File: src/rtl/uart_tx.sv
// UART transmitter: 8N1/8N2 framing with a valid/ready byte handshake and registered outputs.
// Optional even-parity bit is built when macro UART_TX_PARITY_EN is defined.
module uart_tx #(
  parameter int CLKS_PER_BIT = 1,
  parameter int STOP_BITS    = 1
) (
  input  logic       clk,
  input  logic       reset,
  input  logic [7:0] i_tx_data,
  input  logic       i_tx_valid,
  output logic       o_tx_ready,
  output logic       o_tx_serial,
  output logic       o_tx_busy,
  output logic       o_tx_done
);

  localparam int              CNT_W   = (CLKS_PER_BIT > 1) ? $clog2(CLKS_PER_BIT) : 1;
  localparam logic [CNT_W-1:0] CNT_MAX = CNT_W'(CLKS_PER_BIT - 1);
  localparam logic            STOP_LAST = 1'(STOP_BITS - 1);

  typedef enum logic [2:0] {
    IDLE   = 3'd0,
    START  = 3'd1,
    DATA   = 3'd2,
`ifdef UART_TX_PARITY_EN
    PARITY = 3'd3,
`endif
    STOP   = 3'd4
  } state_e;

  state_e           state_q;
  logic [CNT_W-1:0] cnt_q;
  logic [2:0]       bit_idx_q;
  logic             stop_idx_q;
  logic [7:0]       shift_q;
  logic             serial_q;
  logic             ready_q;
  logic             busy_q;
  logic             done_q;
`ifdef UART_TX_PARITY_EN
  logic             parity_q;
`endif

  logic bit_end;
  assign bit_end = (cnt_q == CNT_MAX);

  // NOTE: all state lives in one always_ff with non-blocking assignments and an
  // asynchronous reset in the sensitivity list, so every output is a flop.
  always_ff @(posedge clk or posedge reset) begin
    if (reset) begin
      state_q    <= IDLE;
      cnt_q      <= '0;
      bit_idx_q  <= '0;
      stop_idx_q <= 1'b0;
      shift_q    <= '0;
      serial_q   <= 1'b1;
      ready_q    <= 1'b0;
      busy_q     <= 1'b0;
      done_q     <= 1'b0;
`ifdef UART_TX_PARITY_EN
      parity_q   <= 1'b0;
`endif
    end else begin
      done_q <= 1'b0;
      cnt_q  <= bit_end ? '0 : cnt_q + CNT_W'(1);
      case (state_q)
        IDLE: begin
          cnt_q    <= '0;
          serial_q <= 1'b1;
          ready_q  <= 1'b1;
          busy_q   <= 1'b0;
          if (i_tx_valid && ready_q) begin
            shift_q    <= i_tx_data;
            bit_idx_q  <= '0;
            stop_idx_q <= 1'b0;
            state_q    <= START;
            serial_q   <= 1'b0;
            ready_q    <= 1'b0;
            busy_q     <= 1'b1;
`ifdef UART_TX_PARITY_EN
            parity_q   <= ^i_tx_data;
`endif
          end
        end
        START: begin
          if (bit_end) begin
            state_q   <= DATA;
            serial_q  <= shift_q[0];
            bit_idx_q <= '0;
          end
        end
        DATA: begin
          if (bit_end) begin
            if (bit_idx_q == 3'd7) begin
`ifdef UART_TX_PARITY_EN
              state_q    <= PARITY;
              serial_q   <= parity_q;
`else
              state_q    <= STOP;
              serial_q   <= 1'b1;
              stop_idx_q <= 1'b0;
`endif
            end else begin
              // Shift right so the next LSB-first bit always sits at shift_q[1].
              bit_idx_q <= bit_idx_q + 3'd1;
              shift_q   <= {1'b0, shift_q[7:1]};
              serial_q  <= shift_q[1];
            end
          end
        end
`ifdef UART_TX_PARITY_EN
        PARITY: begin
          if (bit_end) begin
            state_q    <= STOP;
            serial_q   <= 1'b1;
            stop_idx_q <= 1'b0;
          end
        end
`endif
        STOP: begin
          if (bit_end) begin
            if (stop_idx_q == STOP_LAST) begin
              state_q  <= IDLE;
              done_q   <= 1'b1;
              ready_q  <= 1'b1;
              busy_q   <= 1'b0;
              serial_q <= 1'b1;
            end else begin
              stop_idx_q <= 1'b1;
            end
          end
        end
        default: begin
          state_q    <= IDLE;
          cnt_q      <= '0;
          bit_idx_q  <= '0;
          stop_idx_q <= 1'b0;
          serial_q   <= 1'b1;
          ready_q    <= 1'b0;
          busy_q     <= 1'b0;
        end
      endcase
    end
  end

  assign o_tx_ready  = ready_q;
  assign o_tx_serial = serial_q;
  assign o_tx_busy   = busy_q;
  assign o_tx_done   = done_q;

endmodule

File: config.mk
export PLATFORM = sky130hd
export DESIGN_NAME = uart_tx
export DESIGN_NICKNAME = d
export VERILOG_FILES = /design/src/rtl/uart_tx.sv
export SDC_FILE = /design/constraint.sdc
export NUM_CORES = 1
export LEC_CHECK = 0
export CORE_ASPECT_RATIO = 0.8
export CORE_MARGIN = 2
export CORE_UTILIZATION = 30
export CTS_CLUSTER_DIAMETER = 120
export DETAILED_ROUTE_END_ITERATION = 8
export SKIP_LAST_GASP = 1
export SLEW_MARGIN = 20
export SYNTH_ARGS = -nofsm -noshare
export SYNTH_HDL_FRONTEND = slang
export SYNTH_SLANG_ARGS = --single-unit
File: constraint.sdc
create_clock -name clk -period 1.6 [get_ports clk]
set_clock_uncertainty 0.05 [all_clocks]
set_input_delay 0.32 -clock clk [delete_from_list [all_inputs] [get_ports clk]]
set_output_delay 0.32 -clock clk [all_outputs]
set_load 0.01 [all_outputs]
==> results.sh, run 1 <==
export IMPL_outcome="finished, violations left"
export IMPL_failed_checks="negative setup slack"
export IMPL_wl_per_cell_um=12.8
export IMPL_multi_input_area_um2=414
export IMPL_antenna_cells=0
export IMPL_power_internal_uw=1490
export IMPL_crit_required_ns=1.74
export IMPL_io_buffer_count=14
export IMPL_synth_edf_count=0
export IMPL_synthMuxAreaShare_pct=2.38
export IMPL_fmax_ghz=0.586
export IMPL_finalSetupViolCount=9
export IMPL_globalRouteTotalUtil_pct=11.8
export IMPL_async_reset_ff_share_pct=100
export IMPL_die_h_um=52.8
export IMPL_grt_pass1_wl_mm=2.97
export IMPL_synthXorXnorAreaFrac_pct=0.982
export IMPL_core_um2=2790
export IMPL_ys_types=28
export IMPL_path_clk_slew_ns=0.07
export IMPL_drive_above_1_share_pct=33.3
export IMPL_seq_area_um2=452
export IMPL_synth_adder_area_share_pct=2.81
export IMPL_area_delta_synth_final_pct=36.9
export IMPL_num_vias=641
export IMPL_critPathCaptureType="flip-flop"
export IMPL_synth_top_family_by_area="compound AO/OA/AOI/OAI gates"
export IMPL_clockBufferDepth=2
export IMPL_numCtsBuffers=3
export IMPL_final_cells=137
export IMPL_antenna_found_initial=0
export IMPL_final_hold_viol_count=0
export IMPL_synth_common_cells="17 x dfrtp_1, 8 x nand2b_1, 7 x o221a_2"
export IMPL_postSynthCellCount=71
export IMPL_design_area_um2=1220
export IMPL_h_tree_depth=1
export IMPL_grt_pass1_vias=671
export IMPL_overflow=0
export IMPL_yosys_warnings=0
export IMPL_switching_power_uw=741
export IMPL_r2r_start="bit_idx_q[1]"
export IMPL_r2r_slack_ns=-0.11
export IMPL_synth_area_um2=892
export IMPL_syn_nets=84
export IMPL_synth_compound_area_share_pct=20.1
export IMPL_arrival_ns=1.85
export IMPL_critical_path_max_fanout=7
export IMPL_yosysSeqAreaShare_pct=50.6
export IMPL_cts_tree="yes"
export IMPL_post_cts_buffers=0
export IMPL_ys_ff_latch=18
export IMPL_holdBufCountCts=0
export IMPL_rsz0062_at_grt="true"
export IMPL_avgSynthCellArea_um2=12.6
export IMPL_timing_final_crit_share_pct=107
export IMPL_fp_dieW_um=65.0
export IMPL_dp_hpwl_mm=1.29
export IMPL_power_frac_comb_pct=49.3
export IMPL_power_density_nw_per_um2=1830
export IMPL_drt_wl_total_mm=1.75
export IMPL_p_leak_uw=0.000519
export IMPL_synthTopCellsByArea="dfrtp_1 48%, o221a_2 8.8%, nand2b_1 5.6%"
export IMPL_yosysMostFrequentCell="dfrtp_1"
export IMPL_start_util_pct=32.0
export IMPL_final_fill_count=274
export IMPL_cap_violations=0
export IMPL_first_pass_iters=4
export IMPL_clkPwrFrac_pct=14.5
export IMPL_clock_latency_ns=0.25
export IMPL_switching_share_pct=33.2
export IMPL_drt_drc_violations_left=0
export IMPL_vdd_ir_drop_max_mv=0.703
export IMPL_slew_headroom_pct=74.2
export IMPL_vias_per_cell=4.68
export IMPL_regToRegEndpoint="shift_q[3]"
export IMPL_dr_first_iter_drc_count=25
export IMPL_path_class="reg2reg"
export IMPL_cts_root_buffer="clkbuf_8"
export IMPL_worst_slew_pin_slew_ns=0.381
export IMPL_gp_congestion=0.783
export IMPL_hold_path_class="in2async"
export IMPL_dp_cells=133
export IMPL_fin_ws_ns=-0.106
export IMPL_synth_simple_area_share_pct=18.0
export IMPL_placed_cell_area_um2=1170
export IMPL_std_cell_rows=17
export IMPL_ioPinCount=15
export IMPL_drv_slew=0
export IMPL_die_area_um2=3430
export IMPL_rr_worst_depth=5
export IMPL_seqPwrFrac_pct=36.2
export IMPL_synth_top_area_share_pct=47.7
export IMPL_start_kind="flip-flop"
export IMPL_post_synth_top_area_cell="dfrtp_1"
export IMPL_grt_max_degree=19
export IMPL_period_minus_slack_ns=1.71
export IMPL_ys_flop_type="dfrtp_1"
export IMPL_cts_sinks=18
export IMPL_drtAntennaViolNets=0
export IMPL_fin_nets=113
-- state kept, by name, summed over array words and instances (netlist names) --
signal       cells
shift_q          8
o_tx_done        1
bit_idx_q        3
o_tx_serial      1
o_tx_ready       1
o_tx_busy        1
state_q          3
-- worst max path at each step --
stage | from | end | slack, ns | cells after the start
after floorplan | bit_idx_q[1] | shift_q[0] | -0.04 | 5
after global placement | i_tx_valid | shift_q[5] | -0.26 | 4
after detailed placement | i_tx_valid | shift_q[5] | -0.30 | 4
after CTS | bit_idx_q[1] | shift_q[1] | -0.11 | 5
after global routing | bit_idx_q[1] | shift_q[1] | -0.16 | 5
final | bit_idx_q[1] | shift_q[3] | -0.11 | 5
-- power groups by stage --
stage / Combinational, uW / Clock, uW / Sequential, uW
final: 1100 / 323 / 808
after global routing: 1220 / 361 / 834
after CTS: 1100 / 340 / 809
after detailed placement: 1100 / 0 / 813
after global placement: 1070 / 0 / 814
after floorplan: 735 / 0 / 797
-- placed cells by master, fill, tap and decap left out, types with 2 or more instances in the layout --
cell and instances:
a21oi_1 3, a22o_1 2, buf_4 13, clkbuf_8 3, clkdlybuf4s50_1 13, dfrtp_1 17
inv_1 4, nand2b_1 8, nor2_1 4, nor3_1 2, o211ai_1 2, o221a_2 7
-- layout make-up --
class	count	area share [%]
flip-flops and latches	18	37.0
well taps	38	3.89
clock buffers	4	3.69
multi-input cells	45	33.9
repair buffers	28	20.3
inverters	4	1.23
-- per-stage QoR --
step                      util (%)  hold WS [ns]  total power (uW)  setup TNS, ns  setup slack, ns
final                         43.8         0.324              2230         -0.742           -0.106
after floorplan                  -         0.208              1530         -0.258          -0.0369
after CTS                     43.7         0.325              2250         -0.835           -0.110
after global placement        41.9         0.453              1880          -2.69           -0.258
after detailed placement      41.9         0.470              1910          -3.08           -0.303
after global routing          43.8         0.359              2410          -1.32           -0.158
-- metal layers --
| metal | track usage, % | part of all wire [%] | routed length, um | up-vias |
|---|---|---|---|---|
| li1 | - | - | - | 321 |
| met1 | 14.5 | 50 | 881 | 303 |
| met2 | 18.9 | 45 | 781 | 15 |
| met3 | 4.52 | 4.4 | 77 | 2 |
| met4 | 4.26 | 0.63 | 11 | 0 |
| met5 | 0 | 0 | 0 | - |
-- critical path, cell delays in order, from the launching register on --
cell,delay [ns]
dfrtp_1,0.38
ha_2,0.20
ha_4,0.16
or4b_4,0.50
o21ai_4,0.12
o221a_2,0.23
-- cell families (layout without fill, tap and decap cells) --
family,Yosys count,in the layout
AOI/OAI and AO/OA,20,20
and+or+nand+nor,20,20
DFF,18,18
buffers and inverters,8,36
adders and majority gates,2,2
muxes,2,2
xor gates and xnor gates,1,1
-- repair_timing --
item	CTS	global route
pin swaps	4	3
resized for setup	3	2
endpoints found under the setup margin	13	13
No activity file was read; power rests on OpenSTA's default activity.
==> run 2: changes to the inputs <==
--- a/config.mk
+++ b/config.mk
@@ -10,6 +10,8 @@
 export CORE_UTILIZATION = 30
 export CTS_CLUSTER_DIAMETER = 120
 export DETAILED_ROUTE_END_ITERATION = 8
+export GPL_TIMING_DRIVEN = 1
+export SKIP_CTS_REPAIR_TIMING = 1
 export SKIP_LAST_GASP = 1
 export SLEW_MARGIN = 20
 export SYNTH_ARGS = -nofsm -noshare
==> run 2 against run 1 <==
  * The flow still finishes with violations (negative setup slack)
  * Cell area is 0.31% higher
  * Highest routed layer unchanged
  * Maximum frequency barely moved
  * Combinational power barely moved
  * Cell count unchanged
  * Register-to-register slack barely moved
  * Flip-flop and latch count stayed put
==> results.sh, run 2 (same netlist as run 1, synthesis figures left out) <==
export IMPL_outcome="finished, violations left"
export IMPL_failed_checks="negative setup slack"
export IMPL_fmax_ghz=0.586
export IMPL_ioPinCount=15
export IMPL_clockBufferDepth=2
export IMPL_num_vias=638
export IMPL_antenna_found_initial=0
export IMPL_io_buffer_count=14
export IMPL_mostFrequentLayoutCells="17 x dfrtp_1, 13 x clkdlybuf4s50_1, 13 x buf_4, 8 x nand2b_1, 7 x o221a_2"
export IMPL_power_density_nw_per_um2=1830
export IMPL_drive_above_1_share_pct=33.3
export IMPL_arrival_ns=1.85
export IMPL_grt_pass1_vias=677
export IMPL_final_hold_viol_count=0
export IMPL_critical_path_max_fanout=7
export IMPL_finish_utilization_pct=44.0
export IMPL_drv_slew=0
export IMPL_path_class="reg2reg"
export IMPL_placed_cell_area_um2=1170
export IMPL_area_delta_synth_final_pct=37.3
export IMPL_vias_per_cell=4.66
export IMPL_worst_slew_pin_slew_ns=0.377
export IMPL_top_register="shift_q"
export IMPL_std_cell_rows=17
export IMPL_grt_pass1_wl_mm=3.00
export IMPL_critPathCaptureType="flip-flop"
export IMPL_wl_per_cell_um=12.9
export IMPL_fp_dieW_um=65.0
export IMPL_globalRouteTotalUtil_pct=11.9
export IMPL_setup_tns_ns=-0.784
export IMPL_antenna_cells=0
export IMPL_dp_cells=133
export IMPL_r2r_start="bit_idx_q[1]"
export IMPL_hold_worst_slack_ns=0.324
export IMPL_reg_top3="shift_q x8, bit_idx_q x3, state_q x3"
export IMPL_largest_reg_flops=8
export IMPL_p_leak_uw=0.000526
export IMPL_first_pass_iters=4
export IMPL_cap_violations=0
export IMPL_timing_final_crit_share_pct=107
export IMPL_path_clk_slew_ns=0.07
export IMPL_cts_tree="yes"
export IMPL_final_cells=137
export IMPL_start_kind="flip-flop"
export IMPL_slew_headroom_pct=74.5
export IMPL_start_util_pct=32.0
export IMPL_gp_congestion=0.783
export IMPL_overflow=0
export IMPL_numCtsBuffers=3
export IMPL_cts_root_buffer="clkbuf_8"
export IMPL_h_tree_depth=1
export IMPL_rsz0062_at_grt="true"
export IMPL_hold_path_class="in2async"
export IMPL_drt_drc_violations_left=0
export IMPL_design_area_um2=1220
export IMPL_die_area_um2=3430
export IMPL_fin_ws_ns=-0.107
export IMPL_dr_first_iter_drc_count=22
export IMPL_final_common_cell="dfrtp_1"
export IMPL_cts_sinks=18
export IMPL_core_um2=2790
export IMPL_grt_max_degree=19
export IMPL_vdd_ir_drop_max_mv=0.703
export IMPL_drtAntennaViolNets=0
export IMPL_clock_latency_ns=0.25
export IMPL_drt_wl_total_mm=1.76
export IMPL_crit_required_ns=1.74
export IMPL_die_h_um=52.8
export IMPL_dp_hpwl_mm=1.29
export IMPL_finalSetupViolCount=9
export IMPL_crit_start="bit_idx_q[1]"
export IMPL_period_minus_slack_ns=1.71
export IMPL_fin_nets=113
-- run 2: through the flow --
step	setup WS, ns	power, uW
3_3_place_gp	-0.258	1880
6_report	-0.107	2240
3_5_place_dp	-0.303	1910
5_1_grt	-0.152	2410
2_1_floorplan	-0.0369	1530
4_1_cts	-0.112	2250
-- run 2: metal layers --
| layer | global-route usage [%] | routed length, um | part of all wire (%) | vias up |
|---|---|---|---|---|
| li1 | - | - | - | 321 |
| met2 | 18.9 | 779 | 44 | 15 |
| met1 | 14.9 | 892 | 51 | 300 |
| met4 | 4.26 | 11 | 0.62 | 0 |
| met3 | 4.52 | 79 | 4.5 | 2 |
| met5 | 0 | 0 | 0 | - |
-- run 2: critical path, cell delays in order (launching register included) --
cell and delay [ns]:
dfrtp_1 0.38, ha_2 0.20, ha_4 0.16, or4b_4 0.50, o21ai_4 0.12, o221a_2 0.23
-- run 2: final timing paths --
| kind | end | slack [ns] | depth (start not counted) |
|---|---|---|---|
| max in group asynchronous | o_tx_serial | 0.91 | 3 |
| worst min-delay path | bit_idx_q[0] | 0.32 | 3 |
| min in group clk | o_tx_busy | 0.47 | 2 |
| worst min register to register | o_tx_busy | 0.47 | 2 |
| worst max register to register | shift_q[3] | -0.11 | 5 |
| worst max-delay path | shift_q[3] | -0.11 | 5 |
-- run 2: power breakdown --
group / total, uW / internal [uW] / switching, uW
sequential: 809 / 660 / 149
combinational: 1110 / 659 / 447
clock: 323 / 177 / 146
total: 2240 / 1500 / 742
-- run 2: final cells by class --
class / instances / area [um^2]
timing repair buffer: 28 / 251
tap: 38 / 47.5
inverter: 4 / 15.0
sequential: 18 / 452
fill: 272 / 1560
multi-input combinational: 45 / 414
clock buffer: 4 / 45.0
==> run 3: changes to the inputs <==
--- a/config.mk
+++ b/config.mk
@@ -13,7 +13,7 @@
 export GPL_TIMING_DRIVEN = 1
 export SKIP_CTS_REPAIR_TIMING = 1
 export SKIP_LAST_GASP = 1
-export SLEW_MARGIN = 20
+export SLEW_MARGIN = 5
 export SYNTH_ARGS = -nofsm -noshare
 export SYNTH_HDL_FRONTEND = slang
 export SYNTH_SLANG_ARGS = --single-unit
==> results of run 3 <==
No change in the layout: final DEF, timing and power equal those of run 2.
